## src/rtl/if_stage.sv

```systemverilog
// if_stage: MIPS instruction-fetch stage owning the PC and the IF/ID register, with stall, redirect and flush.
module if_stage #(
   parameter logic [31:0] RESET_PC = 32'h0000_0000,
   parameter logic [31:0] NOP_INST = 32'h0000_0000,
   parameter int          CNT_W    = 32
) (
   input  logic             clk_i,
   input  logic             rst_i,
   input  logic             start_i,
   input  logic             stall_i,
   input  logic             branch_taken_i,
   input  logic [31:0]      branch_addr_i,
   input  logic             jump_i,
   input  logic [31:0]      jump_addr_i,
   output logic [31:0]      imem_addr_o,
   input  logic [31:0]      imem_data_i,
   output logic [31:0]      ifid_pc4_o,
   output logic [31:0]      ifid_inst_o,
   output logic             ifid_valid_o,
   output logic [CNT_W-1:0] fetch_cnt_o,
   output logic             running_o
);
   typedef enum logic {IDLE, RUN} state_t;
   state_t state_q, state_d;
   logic [31:0] pc_q, pc_d, pc4_q, pc4_d, inst_q, inst_d, pc_plus4, target;
   logic valid_q, valid_d, run, redirect, flush, advance;
   logic [CNT_W-1:0] cnt_q, cnt_d;
   assign run      = state_q == RUN;
   assign redirect = jump_i | branch_taken_i;
   assign flush    = run & redirect;
   assign advance  = run & ~redirect & ~stall_i;
   assign pc_plus4 = pc_q + 32'd4;
   // jump outranks branch; targets are word-aligned before loading
   assign target   = {(jump_i ? jump_addr_i[31:2] : branch_addr_i[31:2]), 2'b00};
   always_ff @(posedge clk_i) begin
      if (rst_i) begin
         state_q <= IDLE;
         pc_q    <= RESET_PC;
         pc4_q   <= 32'd0;
         inst_q  <= NOP_INST;
         valid_q <= 1'b0;
         cnt_q   <= '0;
      end else begin
         state_q <= state_d;
         pc_q    <= pc_d;
         pc4_q   <= pc4_d;
         inst_q  <= inst_d;
         valid_q <= valid_d;
         cnt_q   <= cnt_d;
      end
   end
   always_comb begin
      state_d = (state_q == IDLE && start_i) ? RUN : state_q;
   end
   always_comb begin
      pc_d    = flush ? target : advance ? pc_plus4 : pc_q;
      pc4_d   = flush ? 32'd0 : advance ? pc_plus4 : pc4_q;
      inst_d  = flush ? NOP_INST : advance ? imem_data_i : inst_q;
      valid_d = flush ? 1'b0 : advance ? 1'b1 : valid_q;
      cnt_d   = advance ? cnt_q + CNT_W'(1) : cnt_q;
   end
   assign imem_addr_o  = pc_q;
   assign ifid_pc4_o   = pc4_q;
   assign ifid_inst_o  = inst_q;
   assign ifid_valid_o = valid_q;
   assign fetch_cnt_o  = cnt_q;
   assign running_o    = run;
endmodule

```

## config.mk

```make
export PLATFORM = sky130hd
export DESIGN_NAME = if_stage
export DESIGN_NICKNAME = d
export VERILOG_FILES = /design/src/rtl/if_stage.sv
export SDC_FILE = /design/constraint.sdc
export NUM_CORES = 1
export LEC_CHECK = 0
export BUFFER_PORTS_ARGS = -buffer_cell sky130_fd_sc_hd__buf_2
export CORE_UTILIZATION = 45
export CTS_BUF_LIST = sky130_fd_sc_hd__clkbuf_16
export CTS_CLUSTER_SIZE = 24
export DETAILED_ROUTE_END_ITERATION = 10
export PLACE_DENSITY_LB_ADDON = 0.05
export SLEW_MARGIN = 0
export SYNTH_ARGS = -nofsm -noshare
export SYNTH_HDL_FRONTEND = slang
export SYNTH_SLANG_ARGS = --single-unit
```

## constraint.sdc

```tcl
create_clock -name clk_i -period 6 [get_ports clk_i]
set_input_delay 0.6 -clock clk_i [delete_from_list [all_inputs] [get_ports clk_i]]
set_output_delay 0.6 -clock clk_i [all_outputs]
set_load 0.05 [all_outputs]
```

### After elaboration in Yosys (flattened, before gate mapping)

Index checks and enable logic that the tools add are counted.

| cells by class | value |
|---|---|
| $add $sub $neg | 2 |
| mux-type cells | 3 |
| bitwise gates (word level) | 7 |
| reduce and logical (&&, ||, !) cells | 3 |

Operators by type and width:

| operator | count |
|---|---|
| $mux W32 | 2 |
| $add A32 B1 Y32 const B | 1 |
| $add A32 B3 Y32 const B | 1 |
| $mux W30 | 1 |
| $and A1 B1 Y1 | 3 |
| $not A1 Y1 | 3 |
| $reduce_bool A2 Y1 | 1 |
| $reduce_or A2 Y1 | 1 |
| $logic_and A1 B1 Y1 | 1 |
| $or A1 B1 Y1 | 1 |

| word-level totals | value |
|---|---|
| bits in registers | 130 |
| input bits | 102 |
| output and inout bits | 130 |
| logic and storage cells | 22 |

### Longest topological paths before layout

Gate-level depths: netlist (run 1).

| depth | value |
|---|---|
| depth in word-level cells | 6 |
| mapped depth | 7 |
| gate-level depth less buffers | 6 |

### Worst setup path before layout (run 1)

OpenSTA, ideal clock, no wires.

| path | value |
|---|---|
| path type | flip-flop to flip-flop |
| start point | register pc_q[2], in the netlist imem_addr_o[2] |
| end point | register pc_q[20], in the netlist imem_addr_o[20] |
| library setup time | 0.079 ns |
| arrival | 2.324 ns |
| required time | 5.921 ns |
| setup slack | 3.598 ns |
| stages on the path, launching flop included | 7 |
| path buffers | 0 |
| clock period less this slack | 2.402 ns |
| cell sequence | dfxtp_1 -> ha_1 -> and2_1 -> nand3_1 -> or4_1 -> or4_1 -> o211ai_1 |

| on the way | value |
|---|---|
| longest elaborated chain between the ends | 3 |

Ends and longest elaborated chain:

| item | line | source |
|---|---|---|
| from (decl) | 25 | `logic [31:0] pc_q, pc_d, pc4_q, pc4_d, inst_q, inst_d, pc_plus4, target;` |
| from (signal assigned) | 45 | `pc_q <= pc_d;` |
| $add A32 B3 Y32 | 32 | `assign pc_plus4 = pc_q + 32'd4;` |
| $mux W32 (2 in series) | 56 | `pc_d = flush ? target : advance ? pc_plus4 : pc_q;` |

No other way between the ends. The select of a mux whose other input is x is not followed.
A chain may end at the register's enable or synchronous reset.

### Final worst setup path (run 1)

| path | value |
|---|---|
| start point | input jump_i |
| end point | register pc_q[22], in the netlist imem_addr_o[22] |

| on the way | value |
|---|---|
| longest elaborated chain between the ends | 5 |
| elaborated cells on any way between the ends | 8 |
| classes of those cells | mux: 2; bitwise: 5; reduce/logical: 1 |

Ends and longest elaborated chain:

| item | line | source |
|---|---|---|
| from (decl) | 13 | `input logic jump_i,` |
| $or A1 B1 Y1 | 29 | `assign redirect = jump_i \| branch_taken_i;` |
| $not A1 Y1 | 31 | `assign advance = run & ~redirect & ~stall_i;` |
| $and A1 B1 Y1 (2 in series) | 31 |  |
| $reduce_bool A2 Y1 (no line) | -- |  |

Several ways; a longest one is shown, not always the timed one.

==> summary.md, run 1 <==
| Metric | Value |
|---|---|
| Outcome | finished, final reports clean |
| Rows | 40 |
| Met1 Track Usage GR | 0.3184 |
| Clock latency on the worst-skew pair | 0.41 ns |
| Antenna violations before repair | 0 |
| Gate Count Post-Synth | 644 |
| WP buf/inv | 2 |
| CP arrival | 3.03 ns |
| Post-synthesis xor/xnor area fraction | 0.05859 |
| CTS Buffer Depth | 2 |
| Max-capacitance violation count | 0 |
| H-Tree Depth | 4 |
| Critical Path Fanout Max | 30 |
| CP required | 6.34 ns |
| Vias in the first global route | 4954 |
| DR DRC count | 0 |
| Static Leakage | 3.282 nW |
| Initial DRC Count | 362 |
| Dpl cells | 999 |
| Initial DRT Pass Iterations | 5 |
| Worst slew pin tran | 1.169 ns |
| CP Launch Type | input port |
| Sequential fraction of the synthesis area | 0.4441 |
| Post-CTS Setup Bufs | 0 |
| Grt met3 use | 0.06458 |
| Fin Setup TNS | 0 ns |
| Post-Syn Area | 5680 µm² |
| GRT Resource Usage Total | 0.2480 |
| Cell variety after synth | 52 |
| Hpwl dp | 11650 µm |
| Post-Synth Adder-Cell Area | 0.004405 |
| Max-slew violations | 0 |
| Fillers | 1100 |
| Relative slew margins | 0.2191 |
| Number of diodes | 0 |
| Sequential Area | 2522 µm² |
| Critical-path top delay cell | or4_1 |
| Starting Density | 0.4671 |
| IO Count | 232 |
| Largest net degree at the start of global routing | 72 |
| Post-synth ARST share | 0 |
| Avg Inst Size Synth | 8.821 µm² |
| Hold_buf cts | 0 |
| VDD IR max | 0.0001620 V |
| TritonCTS clock tree | built |
| Synthesized flop and latch total | 126 |
| Detailed-route vias per instance | 5.423 |
| Multiplexer share of the synthesized area | 0.06278 |
| Die H | 114.4 µm |
| Main combinational cell family by area after synthesis | simple AND/OR/NAND/NOR gates |
| Core box area | 12160 µm² |
| Ys flop type | dfxtp_1 |
| Detail Route Antenna Nets | 0 |
| Most used routing layer | met2 |
| Port bufs | 223 |
| WL final | 16350 µm |
| Wirelength per Cell | 15.90 µm |
| Met2 Track Usage GR | 0.4053 |
| Fin crit period | 2.695 ns |
| Simple-gate share of the synthesized area | 0.2035 |
| Most numerous cell in the Yosys netlist | dfxtp_1 |
| Nets | 954 |
| CTS buffer count | 17 |
| Yosys top cell by area | dfxtp_1 |
| EDFF count, synth | 0 |
| Power Dens Cells | 271.2 nW/µm² |
| CP top delay family | simple AND/OR/NAND/NOR gates |
| Worst Clk Skew | 0.006152 ns |
| Total gr overflow | 0 |
| Layout cells sized above 1 | 0.3174 |
| Worst Setup End Kind | flop |
| Fmax | 371.1 MHz |
| Total number of yosys warnings | 0 |
| Final Instance Count excl. Fillers | 1028 |
| Critical path type | input port to flop |
| Clk root buf | clkbuf_16 |
| Post-CTS sizing | 0 |
| RePlAce Congestion | 0.8411 |
| Compound-Gate Fraction of Synth Area | 0.1839 |
| Crit path cell chain | buf_2, nor4b_4, buf_4, nand2b_1, or4_1, o211ai_1 |
| RSZ-0062 raised after global routing | no |
| Clock slew at reported path FFs | 0.05 ns |
| Footprint of the multi-input gates | 2960 µm² |
| Final Hold Fails | 0 |
| First-pass GRT wire length | 25080 µm |
| Final period utilization | 0.4491 |
| Die extent in x | 114.4 µm |
| Area contributors post-synth | dfxtp_1, mux2i_1, a22o_1 |
| Die footprint | 13080 µm² |
| Setup violators final | 0 |
| Total number of vias | 5575 |
| Most frequent cells after synthesis | dfxtp_1, nor2_1, nand2_1 |
| Worst path max stage delay | 0.76 ns |
| Syn-to-layout area delta | 30.40% |
| Worst hold-check path type | input port to flop |
| Clock sinks | 126 |
| Share of the synthesized area in the top cell type | 0.4441 |
[layout make-up]
class                           instances  share of cell area
Clock buffer                           17             0.05743
Clock inverter                         12             0.01115
Inverter                               12            0.006081
Multi-Input combinational cell        464              0.3997
Sequential cell                       126              0.3405
Tap cell                              168             0.02838
Timing Repair Buffer                  229              0.1568
[power by group]
part	internal (mW)	switching (mW)
logic	0.0729	0.152
registers	0.855	0.0260
clock network	0.549	0.354
total	1.48	0.531
[cells by family (layout without fill, tap and decap cells)]
logic type                 Yosys count  in the layout
AOI/OAI and AO/OA                  157            157
buffers and inverters               57            270
and+or+nand+nor                    228            228
muxes                               35             35
adders and majority gates            2              2
xor gates and xnor gates            38             38
other                                1              4
DFF                                126            126
[layer usage]
| metal | wire length, µm | vias up |
|---|---|---|
| met5 | 0 | - |
| met3 | 1164 | 18 |
| li1 | - | 2749 |
| met1 | 7289 | 2587 |
| met2 | 7667 | 221 |
| met4 | 229 | 0 |
[worst min-delay path: stages]
cell    delay, ns
buf_2        0.08
nor2_1       0.03
nor2_1       0.06
[cell usage in the layout, fill, tap and decap left out, types with 22 or more instances in the layout]
cell	n
a21oi_1	23
a22o_1	33
a31oi_1	26
buf_2	223
dfxtp_1	126
mux2i_1	30
nand2_1	50
nand3_1	23
nor2_1	63
o21ai_0	34
xnor2_1	22
[state kept, by name, indices dropped and copies added (netlist names)]
register / count
fetch_cnt_o: 32
ifid_inst_o: 32
ifid_pc4_o: 30
ifid_valid_o: 1
imem_addr_o: 30
running_o: 1
[through the flow]
step | setup slack (ns) | cell area (µm²) | hold slack [ns] | power (mW) | util
after CTS | 3.303 | 7407 | 0.3832 | 2.020 | 0.6091
after global routing | 3.123 | 7407 | 0.3931 | 2.077 | 0.6091
final | 3.305 | 7407 | 0.3926 | 2.008 | 0.6091
after floorplan | 3.598 | 5692 | 0.6614 | 1.045 | -
after global placement | 2.929 | 6899 | 0.4318 | 1.119 | 0.5673
after detailed placement | 2.869 | 6899 | 0.4345 | 1.123 | 0.5673
[final timing paths]
kind                                startpoint               to  slack (ns)  cells past startpoint
worst max-delay path                    jump_i  imem_addr_o[22]        3.31                      6
worst max register to register       running_o  imem_addr_o[22]        3.33                      5
worst min-delay path                   start_i        running_o        0.39                      3
worst min register to register  ifid_pc4_o[19]   ifid_pc4_o[19]        0.44                      2
No activity file was read; power rests on OpenSTA's default activity.
==> run 2, diff against run 1 <==
ABC_AREA = 1   (was not set)
clock period = 2.3 ns   (was 6 ns; I/O delays follow)
==> summary.md, run 2 <==
| Metric | Value |
|---|---|
| Final period utilization | 0.7855 |
| Fmax | 553.5 MHz |
| Post-CTS Setup Bufs | 0 (unchanged) |
| EDFF count, synth | 0 (unchanged) |
| Syn-to-layout area delta | 31.54% (was 30.40%) |
| Critical-path top delay cell | inv_2 (was or4_1) |
| DR DRC count | 0 (unchanged) |
| Avg Inst Size Synth | 6.851 µm² (was 8.821 µm²) |
| Gate Count Post-Synth | 890 (was 644) |
| IO Count | 232 (unchanged) |
| Worst hold-check path type | input port to flop (unchanged) |
| Max-capacitance violation count | 0 (unchanged) |
| First-pass GRT wire length | 29430 µm (was 25080 µm) |
| Initial DRT Pass Iterations | 5 (unchanged) |
| R2R depth | 7 (was 5) |
| Relative slew margins | 0.3013 (was 0.2191) |
| TritonCTS clock tree | built (unchanged) |
| Critical path type | flop to flop (was input port to flop) |
| Critical Path Fanout Max | 58 (was 30) |
| Hpwl dp | 13500 µm (was 11650 µm) |
| Hold_buf cts | 0 (unchanged) |
| Yosys top cell by area | dfxtp_1 (unchanged) |
| Fin crit period | 1.807 ns |
| Reg2reg start | running_o (unchanged) |
| Worst slew pin tran | 1.047 ns (was 1.169 ns) |
| Worst path max stage delay | 0.75 ns (was 0.76 ns) |
| Share of the synthesized area in the top cell type | 0.4137 (was 0.4441) |
| Die H | 118.4 µm (was 114.4 µm) |
| Most numerous cell in the Yosys netlist | nand2_1 (was dfxtp_1) |
| CP arrival | 2.14 ns (was 3.03 ns) |
| Area contributors post-synth | dfxtp_1, nand2_1, nor2_1 (was dfxtp_1, mux2i_1, a22o_1) |
| Layout cells sized above 1 | 0.2613 (was 0.3174) |
| Worst Setup End Kind | flop (unchanged) |
| Nets | 1216 (was 954) |
| Detailed-route vias per instance | 4.959 (was 5.423) |
| Port bufs | 223 (unchanged) |
| Post-CTS sizing | 0 (unchanged) |
| Hold path depth | 3 (unchanged) |
| Power Dens Cells | 717.5 nW/µm² (was 271.2 nW/µm²) |
| Post-synth ARST share | 0 (unchanged) |
| R2r setup slk | 0.49 ns (was 3.33 ns) |
| Worst Clk Skew | 0.007318 ns (was 0.006152 ns) |
| Sequential fraction of the synthesis area | 0.4137 (was 0.4441) |
| Rows | 42 (was 40) |
| Initial DRC Count | 301 (was 362) |
| Largest net degree at the start of global routing | 59 (was 72) |
| Total gr overflow | 0 (unchanged) |
| CP Launch Type | flop (was input port) |
| H-Tree Depth | 4 (unchanged) |
| Outcome | finished, final reports clean (unchanged) |
| Setup violators final | 0 (unchanged) |
| Worst hold start | start_i (unchanged) |
| Max-slew violations | 0 (unchanged) |
| Clock latency on the worst-skew pair | 0.42 ns (was 0.41 ns) |
| Most common cell after layout, fill and taps aside | nand2_1 (was buf_2) |
| Clock sinks | 126 (unchanged) |
| CTS buffer count | 17 (unchanged) |
| RePlAce Congestion | 0.9021 (was 0.8411) |
| Commonest non-fill, non-tap cells in the layout | nand2_1, buf_2, dfxtp_1, nor2_1, inv_1 (was buf_2, dfxtp_1, nor2_1, nand2_1, o21ai_0) |
| Wirelength per Cell | 14.05 µm (was 15.90 µm) |
| Die footprint | 14020 µm² (was 13080 µm²) |
| Detail Route Antenna Nets | 0 (unchanged) |
| RSZ-0062 raised after global routing | no (unchanged) |
| Ys flop type | dfxtp_1 (unchanged) |
| Antenna violations before repair | 2 (was 0) |
| Clock slew at reported path FFs | 0.06 ns (was 0.05 ns) |
| Reg-to-reg endpoint | ifid_pc4_o[10] (was imem_addr_o[22]) |
| CP required | 2.64 ns (was 6.34 ns) |
| Clk root buf | clkbuf_16 (unchanged) |
| Fin Setup TNS | 0 ns (unchanged) |
| Cell variety after synth | 38 (was 52) |
| Total number of vias | 6461 (was 5575) |
| WL final | 18310 µm (was 16350 µm) |
| Vias in the first global route | 5904 (was 4954) |
| Synthesized flop and latch total | 126 (unchanged) |
| Hold endpoint | running_o (unchanged) |
| Static Leakage | 3.891 nW (was 3.282 nW) |
| Core box area | 13240 µm² (was 12160 µm²) |
| Final Hold Fails | 0 (unchanged) |
| Crit path cell chain | inv_1, nor2_4, nor2_2, nand2_1, inv_2, nand2_1, o21ai_0 (was buf_2, nor4b_4, buf_4, nand2b_1, or4_1, o211ai_1) |
| Starting Density | 0.4604 (was 0.4671) |
| CTS Buffer Depth | 2 (unchanged) |
| Final Instance Count excl. Fillers | 1303 (was 1028) |
| Die extent in x | 118.4 µm (was 114.4 µm) |
| Crit path top cell by count | nand2_1 |
| VDD IR max | 0.0004072 V (was 0.0001620 V) |
| Dpl cells | 1269 (was 999) |
| GRT Resource Usage Total | 0.2644 (was 0.2480) |
| Total number of yosys warnings | 0 (unchanged) |
| Post-Syn Area | 6097 µm² (was 5680 µm²) |
| Most frequent cells after synthesis | nand2_1, dfxtp_1, nor2_1 (was dfxtp_1, nor2_1, nand2_1) |
-- run 2: changes by cell type in the layout (fill, tap and decap cells not counted), moves of 12 or more --
cell / change
nand2_1: +260
a21oi_1: +20
a31oi_1: -22
xor2_1: -12
mux2i_1: -30
xnor2_1: -14
inv_1: +50
o22ai_1: -14
nor2_1: +44
nand3_1: +25
or3_1: -12
-- run 2: layout make-up --
cell class / instances / area [µm²]
fill: 1292 / 5223
multi-input combinational: 665 / 3163
sequential: 126 / 2522
timing repair buffer: 235 / 1231
clock buffer: 17 / 425.4
inverter: 67 / 251.5
tap: 176 / 220.2
clock inverter: 15 / 201.4
antenna: 2 / 5.005
-- run 2: cells by family (layout without fill, tap and decap cells) --
group | Yosys count | count (layout) | share of synthesized area
flip-flops | 126 | 126 | 0.4137
AO/OA/AOI/OAI | 130 | 130 | 0.1348
buffers and inverters | 102 | 334 | 0.07018
adder cells (fa/ha/maj) | 2 | 2 | 0.004104
XOR/XNOR | 12 | 12 | 0.01724
AND/OR/NAND/NOR | 517 | 517 | 0.3593
other | 1 | 6 | 0.0006150
-- run 2: metrics by stage --
stage / power, mW / hold slack, ns / cell area [µm²] / setup slack [ns] / util
floorplan: 2.725 / 0.3458 / 6108 / 0.3923 / -
global placement: 2.933 / 0.4352 / 7388 / 0.4342 / 0.5579
detailed placement: 2.936 / 0.4396 / 7388 / 0.4112 / 0.5579
CTS: 5.791 / 0.01570 / 8015 / 0.4561 / 0.6053
global route: 5.958 / 0.01718 / 8015 / 0.3048 / 0.6053
finish: 5.755 / 0.02146 / 8020 / 0.4934 / 0.6056
-- run 2: critical path, delay by kind of cell, from the launching register on --
kind	cells	cell delay, ns
buf+inv	2	0.88
simple gates	4	0.39
flops	1	0.33
compound gates	1	0.12
-- run 2: how the worst max path moves through the flow --
| stage | start | to | slack [ns] | depth (start not counted) |
|---|---|---|---|---|
| after floorplan | imem_addr_o[3] | imem_addr_o[18] | 0.39 | 8 |
| after global placement | jump_i | ifid_inst_o[21] | 0.43 | 7 |
| after detailed placement | jump_i | ifid_inst_o[22] | 0.41 | 7 |
| after CTS | running_o | ifid_pc4_o[10] | 0.46 | 7 |
| after global routing | running_o | ifid_pc4_o[12] | 0.30 | 7 |
| final | running_o | ifid_pc4_o[10] | 0.49 | 7 |
-- run 2: layer usage --
layer / global-route usage / wire (µm)
met5: 0 / 0
met1: 0.3204 / 7847
met4: 0.08861 / 396
met2: 0.4540 / 8780
met3: 0.06805 / 1286
-- run 2: power breakdown --
group          switching [mW]  internal (mW)  leakage (nW)
sequential             0.0600           2.23          1.02
combinational           0.417          0.183          2.56
clock                   0.968           1.90         0.308
